$ cat src/rtl/emac_host_arbiter_if.sv
// rtl/emac_host_arbiter_if.sv - requester and EMAC host-port bundle for emac_host_arbiter
interface emac_host_arbiter_if #(
  parameter int NUM_REQ = 2
);
  logic [NUM_REQ-1:0]    req_i;
  logic [2*NUM_REQ-1:0]  opcode_i;
  logic [NUM_REQ-1:0]    miimsel_i;
  logic [10*NUM_REQ-1:0] addr_i;
  logic [32*NUM_REQ-1:0] wrdata_i;
  logic [NUM_REQ-1:0]    done_o;
  logic                  err_o;
  logic [31:0]           rddata_o;
  logic                  busy_o;

  logic                  hostclk;
  logic                  hostreq;
  logic                  hostmiimsel;
  logic [1:0]            hostopcode;
  logic [9:0]            hostaddr;
  logic [31:0]           hostwrdata;
  logic [31:0]           hostrddata;
  logic                  hostmiimrdy;

  modport master (
    input  req_i, opcode_i, miimsel_i, addr_i, wrdata_i, hostrddata, hostmiimrdy,
    output done_o, err_o, rddata_o, busy_o,
           hostclk, hostreq, hostmiimsel, hostopcode, hostaddr, hostwrdata
  );

  modport slave (
    output req_i, opcode_i, miimsel_i, addr_i, wrdata_i, hostrddata, hostmiimrdy,
    input  done_o, err_o, rddata_o, busy_o,
           hostclk, hostreq, hostmiimsel, hostopcode, hostaddr, hostwrdata
  );
endinterface

$ cat src/rtl/emac_host_arbiter.sv
// rtl/emac_host_arbiter.sv - round-robin arbiter sharing the EMAC host-management port
// One requester owns the port per op; MDIO ops wait on miimrdy with a timeout, config ops are fixed-length.
module emac_host_arbiter #(
  parameter int NUM_REQ   = 2,
  parameter int TIMEOUT_W = 24
) (
  input logic                 wb_clk_i,
  input logic                 wb_rst_n_i,
  emac_host_arbiter_if.master bus
);
  localparam int IDX_W = (NUM_REQ > 1) ? $clog2(NUM_REQ) : 1;

  localparam logic [2:0] ST_IDLE    = 3'd0;
  localparam logic [2:0] ST_MDIO    = 3'd1;
  localparam logic [2:0] ST_CFG_WR  = 3'd2;
  localparam logic [2:0] ST_CFG_RD0 = 3'd3;
  localparam logic [2:0] ST_CFG_RD1 = 3'd4;
  localparam logic [2:0] ST_DONE    = 3'd5;

  logic [2:0]           state;
  logic [IDX_W-1:0]     last;
  logic [IDX_W-1:0]     winner;
  logic [IDX_W-1:0]     pick;
  logic [IDX_W-1:0]     cand;
  logic                 found;
  logic [TIMEOUT_W-1:0] timeout;
  logic [TIMEOUT_W-1:0] timeout_nxt;
  logic                 sel_miimsel;
  logic [1:0]           sel_opcode;
  logic [9:0]           sel_addr;
  logic [31:0]          sel_wrdata;
  logic [NUM_REQ-1:0]   winner_onehot;

  assign bus.hostclk = wb_clk_i;
  assign timeout_nxt = timeout + 1'b1;

  // Scan starts one past the last winner so every requester gets a turn.
  always_comb begin
    found = 1'b0;
    pick  = '0;
    cand  = '0;
    for (int i = 1; i <= NUM_REQ; i++) begin
      cand = IDX_W'((int'(last) + i) % NUM_REQ);
      if (!found && bus.req_i[cand]) begin
        found = 1'b1;
        pick  = cand;
      end
    end
  end

  always_comb begin
    sel_miimsel   = 1'b1;
    sel_opcode    = '0;
    sel_addr      = '0;
    sel_wrdata    = '0;
    winner_onehot = '0;
    for (int j = 0; j < NUM_REQ; j++) begin
      if (pick == IDX_W'(j)) begin
        sel_miimsel = bus.miimsel_i[j];
        sel_opcode  = bus.opcode_i[2*j +: 2];
        sel_addr    = bus.addr_i[10*j +: 10];
        sel_wrdata  = bus.wrdata_i[32*j +: 32];
      end
      winner_onehot[j] = (winner == IDX_W'(j));
    end
  end

  always_ff @(posedge wb_clk_i or negedge wb_rst_n_i) begin
    if (!wb_rst_n_i) begin
      state           <= ST_IDLE;
      last            <= IDX_W'(NUM_REQ - 1);
      winner          <= '0;
      timeout         <= '0;
      bus.hostreq     <= 1'b0;
      bus.hostmiimsel <= 1'b1;
      bus.hostopcode  <= '0;
      bus.hostaddr    <= '0;
      bus.hostwrdata  <= '0;
      bus.rddata_o    <= '0;
      bus.done_o      <= '0;
      bus.err_o       <= 1'b0;
      bus.busy_o      <= 1'b0;
    end else begin
      bus.hostreq <= 1'b0;
      bus.done_o  <= '0;
      bus.err_o   <= 1'b0;
      case (state)
        ST_IDLE: begin
          if (found) begin
            winner         <= pick;
            timeout        <= '0;
            bus.hostopcode <= sel_opcode;
            bus.hostaddr   <= sel_addr;
            bus.hostwrdata <= sel_wrdata;
            bus.busy_o     <= 1'b1;
            if (sel_miimsel) begin
              state           <= ST_MDIO;
              bus.hostreq     <= 1'b1;
              bus.hostmiimsel <= 1'b1;
            end else begin
              bus.hostmiimsel <= 1'b0;
              state           <= sel_opcode[1] ? ST_CFG_RD0 : ST_CFG_WR;
            end
          end
        end
        ST_MDIO: begin
          timeout <= timeout_nxt;
          // miimrdy in the request cycle still reflects the previous op, so it is ignored.
          if (!bus.hostreq && bus.hostmiimrdy) begin
            bus.rddata_o <= bus.hostrddata;
            bus.done_o   <= winner_onehot;
            state        <= ST_DONE;
          end else if (timeout_nxt == '1) begin
            bus.rddata_o <= '1;
            bus.err_o    <= 1'b1;
            bus.done_o   <= winner_onehot;
            state        <= ST_DONE;
          end
        end
        ST_CFG_WR: begin
          bus.hostmiimsel <= 1'b1;
          bus.done_o      <= winner_onehot;
          state           <= ST_DONE;
        end
        ST_CFG_RD0: begin
          state <= ST_CFG_RD1;
        end
        ST_CFG_RD1: begin
          bus.rddata_o    <= bus.hostrddata;
          bus.hostmiimsel <= 1'b1;
          bus.done_o      <= winner_onehot;
          state           <= ST_DONE;
        end
        ST_DONE: begin
          last       <= winner;
          bus.busy_o <= 1'b0;
          state      <= ST_IDLE;
        end
        default: begin
          bus.hostmiimsel <= 1'b1;
          bus.busy_o      <= 1'b0;
          state           <= ST_IDLE;
        end
      endcase
    end
  end
endmodule

$ cat src/flat_wrapper.sv
// flat-port wrapper written by rule: the top's interface ports become plain ports
module emac_host_arbiter_flat 
#(
  parameter int NUM_REQ   = 2,
  parameter int TIMEOUT_W = 24
)
  (wb_clk_i, wb_rst_n_i, bus_req_i, bus_opcode_i, bus_miimsel_i, bus_addr_i, bus_wrdata_i, bus_hostrddata, bus_hostmiimrdy, bus_done_o, bus_err_o, bus_rddata_o, bus_busy_o, bus_hostclk, bus_hostreq, bus_hostmiimsel, bus_hostopcode, bus_hostaddr, bus_hostwrdata);
  emac_host_arbiter_if #(.NUM_REQ(NUM_REQ)) bus_i ();
  input logic wb_clk_i;
  input logic wb_rst_n_i;
  input wire logic [$bits(bus_i.req_i)-1:0] bus_req_i;
  input wire logic [$bits(bus_i.opcode_i)-1:0] bus_opcode_i;
  input wire logic [$bits(bus_i.miimsel_i)-1:0] bus_miimsel_i;
  input wire logic [$bits(bus_i.addr_i)-1:0] bus_addr_i;
  input wire logic [$bits(bus_i.wrdata_i)-1:0] bus_wrdata_i;
  input wire logic [$bits(bus_i.hostrddata)-1:0] bus_hostrddata;
  input wire logic [$bits(bus_i.hostmiimrdy)-1:0] bus_hostmiimrdy;
  output wire logic [$bits(bus_i.done_o)-1:0] bus_done_o;
  output wire logic [$bits(bus_i.err_o)-1:0] bus_err_o;
  output wire logic [$bits(bus_i.rddata_o)-1:0] bus_rddata_o;
  output wire logic [$bits(bus_i.busy_o)-1:0] bus_busy_o;
  output wire logic [$bits(bus_i.hostclk)-1:0] bus_hostclk;
  output wire logic [$bits(bus_i.hostreq)-1:0] bus_hostreq;
  output wire logic [$bits(bus_i.hostmiimsel)-1:0] bus_hostmiimsel;
  output wire logic [$bits(bus_i.hostopcode)-1:0] bus_hostopcode;
  output wire logic [$bits(bus_i.hostaddr)-1:0] bus_hostaddr;
  output wire logic [$bits(bus_i.hostwrdata)-1:0] bus_hostwrdata;
  assign bus_i.req_i = bus_req_i;
  assign bus_i.opcode_i = bus_opcode_i;
  assign bus_i.miimsel_i = bus_miimsel_i;
  assign bus_i.addr_i = bus_addr_i;
  assign bus_i.wrdata_i = bus_wrdata_i;
  assign bus_i.hostrddata = bus_hostrddata;
  assign bus_i.hostmiimrdy = bus_hostmiimrdy;
  assign bus_done_o = bus_i.done_o;
  assign bus_err_o = bus_i.err_o;
  assign bus_rddata_o = bus_i.rddata_o;
  assign bus_busy_o = bus_i.busy_o;
  assign bus_hostclk = bus_i.hostclk;
  assign bus_hostreq = bus_i.hostreq;
  assign bus_hostmiimsel = bus_i.hostmiimsel;
  assign bus_hostopcode = bus_i.hostopcode;
  assign bus_hostaddr = bus_i.hostaddr;
  assign bus_hostwrdata = bus_i.hostwrdata;
  emac_host_arbiter #(.NUM_REQ(NUM_REQ), .TIMEOUT_W(TIMEOUT_W)) u_core (.wb_clk_i(wb_clk_i), .wb_rst_n_i(wb_rst_n_i), .bus(bus_i));
endmodule
$ cat config.mk
export PLATFORM = sky130hd
export DESIGN_NAME = emac_host_arbiter_flat
export DESIGN_NICKNAME = d
export VERILOG_FILES = /design/src/rtl/emac_host_arbiter_if.sv /design/src/rtl/emac_host_arbiter.sv /design/src/flat_wrapper.sv
export SDC_FILE = /design/constraint.sdc
export NUM_CORES = 1
export LEC_CHECK = 0
export ABC_CLOCK_PERIOD_IN_PS = 2750
export CELL_PAD_IN_SITES_DETAIL_PLACEMENT = 1
export CELL_PAD_IN_SITES_GLOBAL_PLACEMENT = 2
export CORE_ASPECT_RATIO = 0.6
export CORE_MARGIN = 2
export CORE_UTILIZATION = 26
export CTS_BUF_LIST = sky130_fd_sc_hd__clkbuf_4
export DETAILED_ROUTE_END_ITERATION = 7
export GPL_ROUTABILITY_DRIVEN = 1
export PLACE_DENSITY_LB_ADDON = 0.05
export SLEW_MARGIN = 20
export SYNTH_ARGS = -nofsm -noshare
export SYNTH_HDL_FRONTEND = slang
export SYNTH_SLANG_ARGS = --single-unit
$ cat constraint.sdc
create_clock -name wb_clk_i -period 2.75 [get_ports wb_clk_i]
set_input_delay 0.825 -clock wb_clk_i [delete_from_list [all_inputs] [get_ports wb_clk_i]]
set_output_delay 0.825 -clock wb_clk_i [all_outputs]
set_load 0.02 [all_outputs]
**Word level (Yosys, flattened, before mapping)**

Index checks and enable logic that the tools add are counted.

- Register bits: 111
- Output and inout port bits: 83
- Input bits: 127
- Logic and storage cells: 81

- Bitwise logic cells: 3
- $add $sub $neg: 3
- Equal/unequal tests: 8
- Muxes and demuxes: 36
- Magnitude comparators: 2
- Reductions and logical operators: 16

Operator list:

| operator | number |
|---|---|
| $mux 32 | 3 |
| $pmux 32 s2 | 1 |
| $pmux 24 s2 | 1 |
| $add 24x1->24 const B | 1 |
| $eq 24x24->1 const B | 1 |
| $mux 24 | 1 |
| $mux 1 | 18 |
| $mux 3 | 4 |
| $pmux 3 s4 | 1 |
| $reduce_and 2->1 | 6 |
| $mux 10 | 1 |
| $eq 3x2->1 const B | 2 |
| $eq 3x3->1 const B | 2 |
| $mux 2 | 3 |
| $lt 1x2->1 const B | 2 |
| $pmux 1 s2 | 2 |
| $pmux 2 s2 | 1 |
| $reduce_bool 2->1 | 2 |
| $reduce_or 4->1 | 1 |
| $eq 3x1->1 const B | 1 |
| $logic_not 3->1 | 1 |
| $ne 3x1->1 const B | 1 |
| $not 1->1 | 3 |
| $reduce_or 3->1 | 1 |
| other kinds (5) | 8 |

**Depth between registers and ports, before layout**

- Depth in word-level cells: 12
- Gate-level depth with buffers: 10
- Mapped depth without buffers: 8

==> key figures <==
Run status
  – Outcome: finished clean

Power and ir drop
  – Worst VDD drop: 0.000364 V
  – Switching pwr: 3.38 mW
  – Leakage Power: 3.45 nW
  – Clk pwr share: 11.8%
  – Register share of total power: 34.3%
  – PnR Total Power: 7.79 mW
  – PwrDens: 952 mW/mm2
  – Sw Share: 43.4%
  – Gate power share: 53.9%
  – P_int: 4.41 mW

Worst setup path
  – RR Endpoint: u_core.bus.rddata_o[30]$_DFFE_PN0P_
  – CP Class: clock port to primary output
  – Crit. Startpoint: wb_clk_i
  – Top delay family on crit path: buffers and inverters
  – CP Max Fanout: 2
  – Worst reg-to-reg path cell count: 7
  – Startpoint Class: clock port
  – Worst Path Buf+Inv: 3
  – Most used cell, CP: clkbuf_4
  – CP Cell Sequence: clkbuf_4 > clkbuf_4 > clkdlybuf4s15_1
  – Flop2flop setup slack: 0.29 ns
  – Critical Path End: bus_hostclk
  – Crit. path cell count: 3
  – Critical path's slowest cell: clkdlybuf4s15_1
  – R2R Path Start: u_core.timeout[4]$_DFFE_PN0P_
  – CP required: 1.93 ns
  – Critical Path Sink Type: primary output
  – Slowest stage delay, CP: 0.27 ns
  – CP Data Arrival Time: 1.87 ns

Timing
  – Final TNS setup: 0 ns
  – Clk_skew: 0.0201 ns
  – Slew HR: 48.1%
  – RSZ-0062 raised after global routing: false
  – Worst-margin pin slew: 0.772 ns
  – Final Setup Violations: 0
  – Final Hold Fails: 0
  – Max Slew Vio Count: 0

Final layout
  – Fillcell total: 2,391
  – Diode count: 0
  – Layout Nets: 929
  – Layout overhead on the synthesized area: 48.1%
  – Share of cells above drive strength 1: 7.58%
  – Final Cell Area: 0.00819 mm2

Synthesis
  – Top-area cell type share of the netlist area: 49.4%
  – Count leader, synth: dfrtp_1
  – Synthesis warning total: 0
  – Mean post-synth cell area: 9.26 um2
  – Post-Syn Nets: 726
  – Flops & latches, synth: 111
  – Most frequent cells after synthesis: 109 x dfrtp_1, 99 x nor2_1, 53 x a21oi_1
  – Largest area contributor in the netlist: dfrtp_1
  – Main flop type after synthesis: dfrtp_1
  – Syn Inst Count: 597
  – Number of flops mapped to enable cells by yosys: 0
  – Async S/R FF share, synth: 100%
  – Unique masters post-synth: 55
  – Seq/Total Area, Yosys: 50.3%
  – Syn Std Cell Area: 0.00553 mm2
  – Ranking of synthesized cells by area: dfrtp_1 49%, mux2i_1 8.3%, nor2_1 6.7%

Die
  – Initial cell density of the core: 26.4%
  – Die area: 0.0225 mm2
  – Row count: 41
  – Ports: 210
  – Core region area: 0.0209 mm2
  – Die Wd: 192 um
  – Chip Height: 117 um

Route
  – Via density: 4.81
  – Via count: 5,217
  – Wire length per cell: 17.3 um
  – Remaining antenna violation count: 0
  – DR iter-0 viols: 273
  – Drt first pass iters: 4
  – # DRC: 0
  – Final WL: 18,800 um

CTS
  – Clk Latency, worst-skew pair: 0.60 ns
  – Hold Buf Count CTS: 0
  – TritonCTS clock tree: built
  – Clock slew at reported path FFs: 0.18 ns

Placed design
  – Cell Area, Placed: 0.00804 mm2
  – Dpl hpwl: 14,100 um
  – Gpl congestion: 0.812
  – Port Buf Inserts: 209

Global routing
  – Pin count of the biggest net entering global routing: 65
  – Initial antenna violation count: 0
  – First-pass GRT wire length: 29,200 um
  – Total track usage: 16.8%
  – Overflow after GRT: 0
  – Via count of the first global-routing pass: 5,267

Run
  – Max-cap viol count: 0

Hold path
  – HP Class: input port to async pin
-- layer usage --
layer	vias to the layer above	GRT usage (%)	wire (um)	part of all wire [%]
li1	2518	-	-	-
met5	-	0	0	0
met2	159	24.6	7960	42
met4	0	3.66	171	0.91
met1	2529	24.0	9200	49
met3	11	5.66	1460	7.8
-- registers in the layout, indices dropped and copies added, names as in the netlist, 2 cells and up --
register,count
u_core.bus.hostwrdata,32
u_core.bus.hostopcode,2
u_core.timeout,24
u_core.bus.hostaddr,10
u_core.bus.done_o,2
u_core.state,3
u_core.bus.rddata_o,32
-- worst reg2reg max path, delay by kind of cell (launching register included) --
| kind | cells | cell delay [ns] |
|---|---|---|
| flops | 1 | 0.65 |
| buf+inv | 1 | 0.20 |
| simple gates | 4 | 0.99 |
| compound gates | 2 | 0.57 |
-- through the flow --
step	worst slack (ns)	util, %	hold WS (ns)	std cells
2_1_floorplan	0.390	-	0.428	597
3_3_place_gp	0.0415	38.4	0.501	1065
3_5_place_dp	0.0415	38.4	0.501	1065
4_1_cts	0.0121	39.1	0.147	1084
5_1_grt	0.0250	39.1	0.153	1084
6_report	0.0536	39.1	0.178	1084
-- worst min path at each step --
stage / startpoint / endpoint / slack, ns / cells past startpoint
2_1_floorplan: u_core.winner$_DFFE_PN0P_ / u_core.bus.done_o[0]$_DFF_PN0_ / 0.43 / 1
3_3_place_gp: u_core.bus.hostmiimsel$_DFFE_PN1P_ / u_core.bus.hostmiimsel$_DFFE_PN1P_ / 0.50 / 2
3_5_place_dp: u_core.bus.hostmiimsel$_DFFE_PN1P_ / u_core.bus.hostmiimsel$_DFFE_PN1P_ / 0.50 / 2
4_1_cts: wb_rst_n_i / u_core.timeout[22]$_DFFE_PN0P_ / 0.15 / 1
5_1_grt: wb_rst_n_i / u_core.bus.rddata_o[11]$_DFFE_PN0P_ / 0.15 / 1
6_report: wb_rst_n_i / u_core.bus.hostreq$_DFF_PN0_ / 0.18 / 1
-- area by class of cell --
class / instances / area, um2 / area share (%)
clock buffer: 14 / 108 / 1.31
clock inverter: 6 / 51.3 / 0.627
inverter: 37 / 139 / 1.70
multi-input combinational: 405 / 2420 / 29.6
sequential: 111 / 2780 / 34.0
tap: 279 / 349 / 4.26
timing repair buffer: 232 / 2330 / 28.5
-- placed cells by master (no fill, tap or decap), types with 2 or more instances in the layout --
cell type,instances
a211oi_1,2
a21oi_1,53
a31oi_1,42
and2_1,3
and3_1,5
and4_1,4
and4b_1,2
buf_12,6
buf_4,19
clkbuf_4,13
clkdlybuf4s50_1,207
clkinv_4,2
dfrtp_1,109
dfstp_2,2
ha_1,2
inv_1,37
inv_6,2
mux2_2,2
mux2i_1,46
nand2_1,23
nand2b_1,2
nand3_1,9
nand3b_1,3
nand4_1,15
nor2_1,99
nor2b_1,2
nor3_1,8
nor4_1,7
nor4_2,2
o21ai_0,35
o21ai_1,4
o22ai_1,2
o31ai_1,6
o41ai_1,3
or3_4,2
-- timing repair --
item | in CTS | in global routing
endpoints found under the setup margin | 1 | 1
buffers inserted | 0 | 0
resized for setup | 1 | 1
-- kinds of logic (layout without fill, tap and decap cells) --
| logic type | after synthesis | in the layout | synth area share (%) |
|---|---|---|---|
| and+or+nand+nor | 194 | 194 | 17.3 |
| adders and majority gates | 2 | 2 | 0.453 |
| muxes | 48 | 48 | 8.74 |
| DFF | 111 | 111 | 50.3 |
| xor gates and xnor gates | 2 | 2 | 0.317 |
| AOI/OAI and AO/OA | 159 | 159 | 16.6 |
| buffers and inverters | 81 | 289 | 6.23 |
-- power by group through the flow --
stage	clock network [mW]	registers [mW]	logic, mW
6_report	0.919	2.67	4.20
3_3_place_gp	0.0488	2.68	4.18
3_5_place_dp	0.0488	2.71	4.25
2_1_floorplan	0.0425	3.33	1.54
4_1_cts	0.974	2.68	4.26
5_1_grt	1.04	2.76	4.61
No activity file was read; power rests on OpenSTA's default activity.
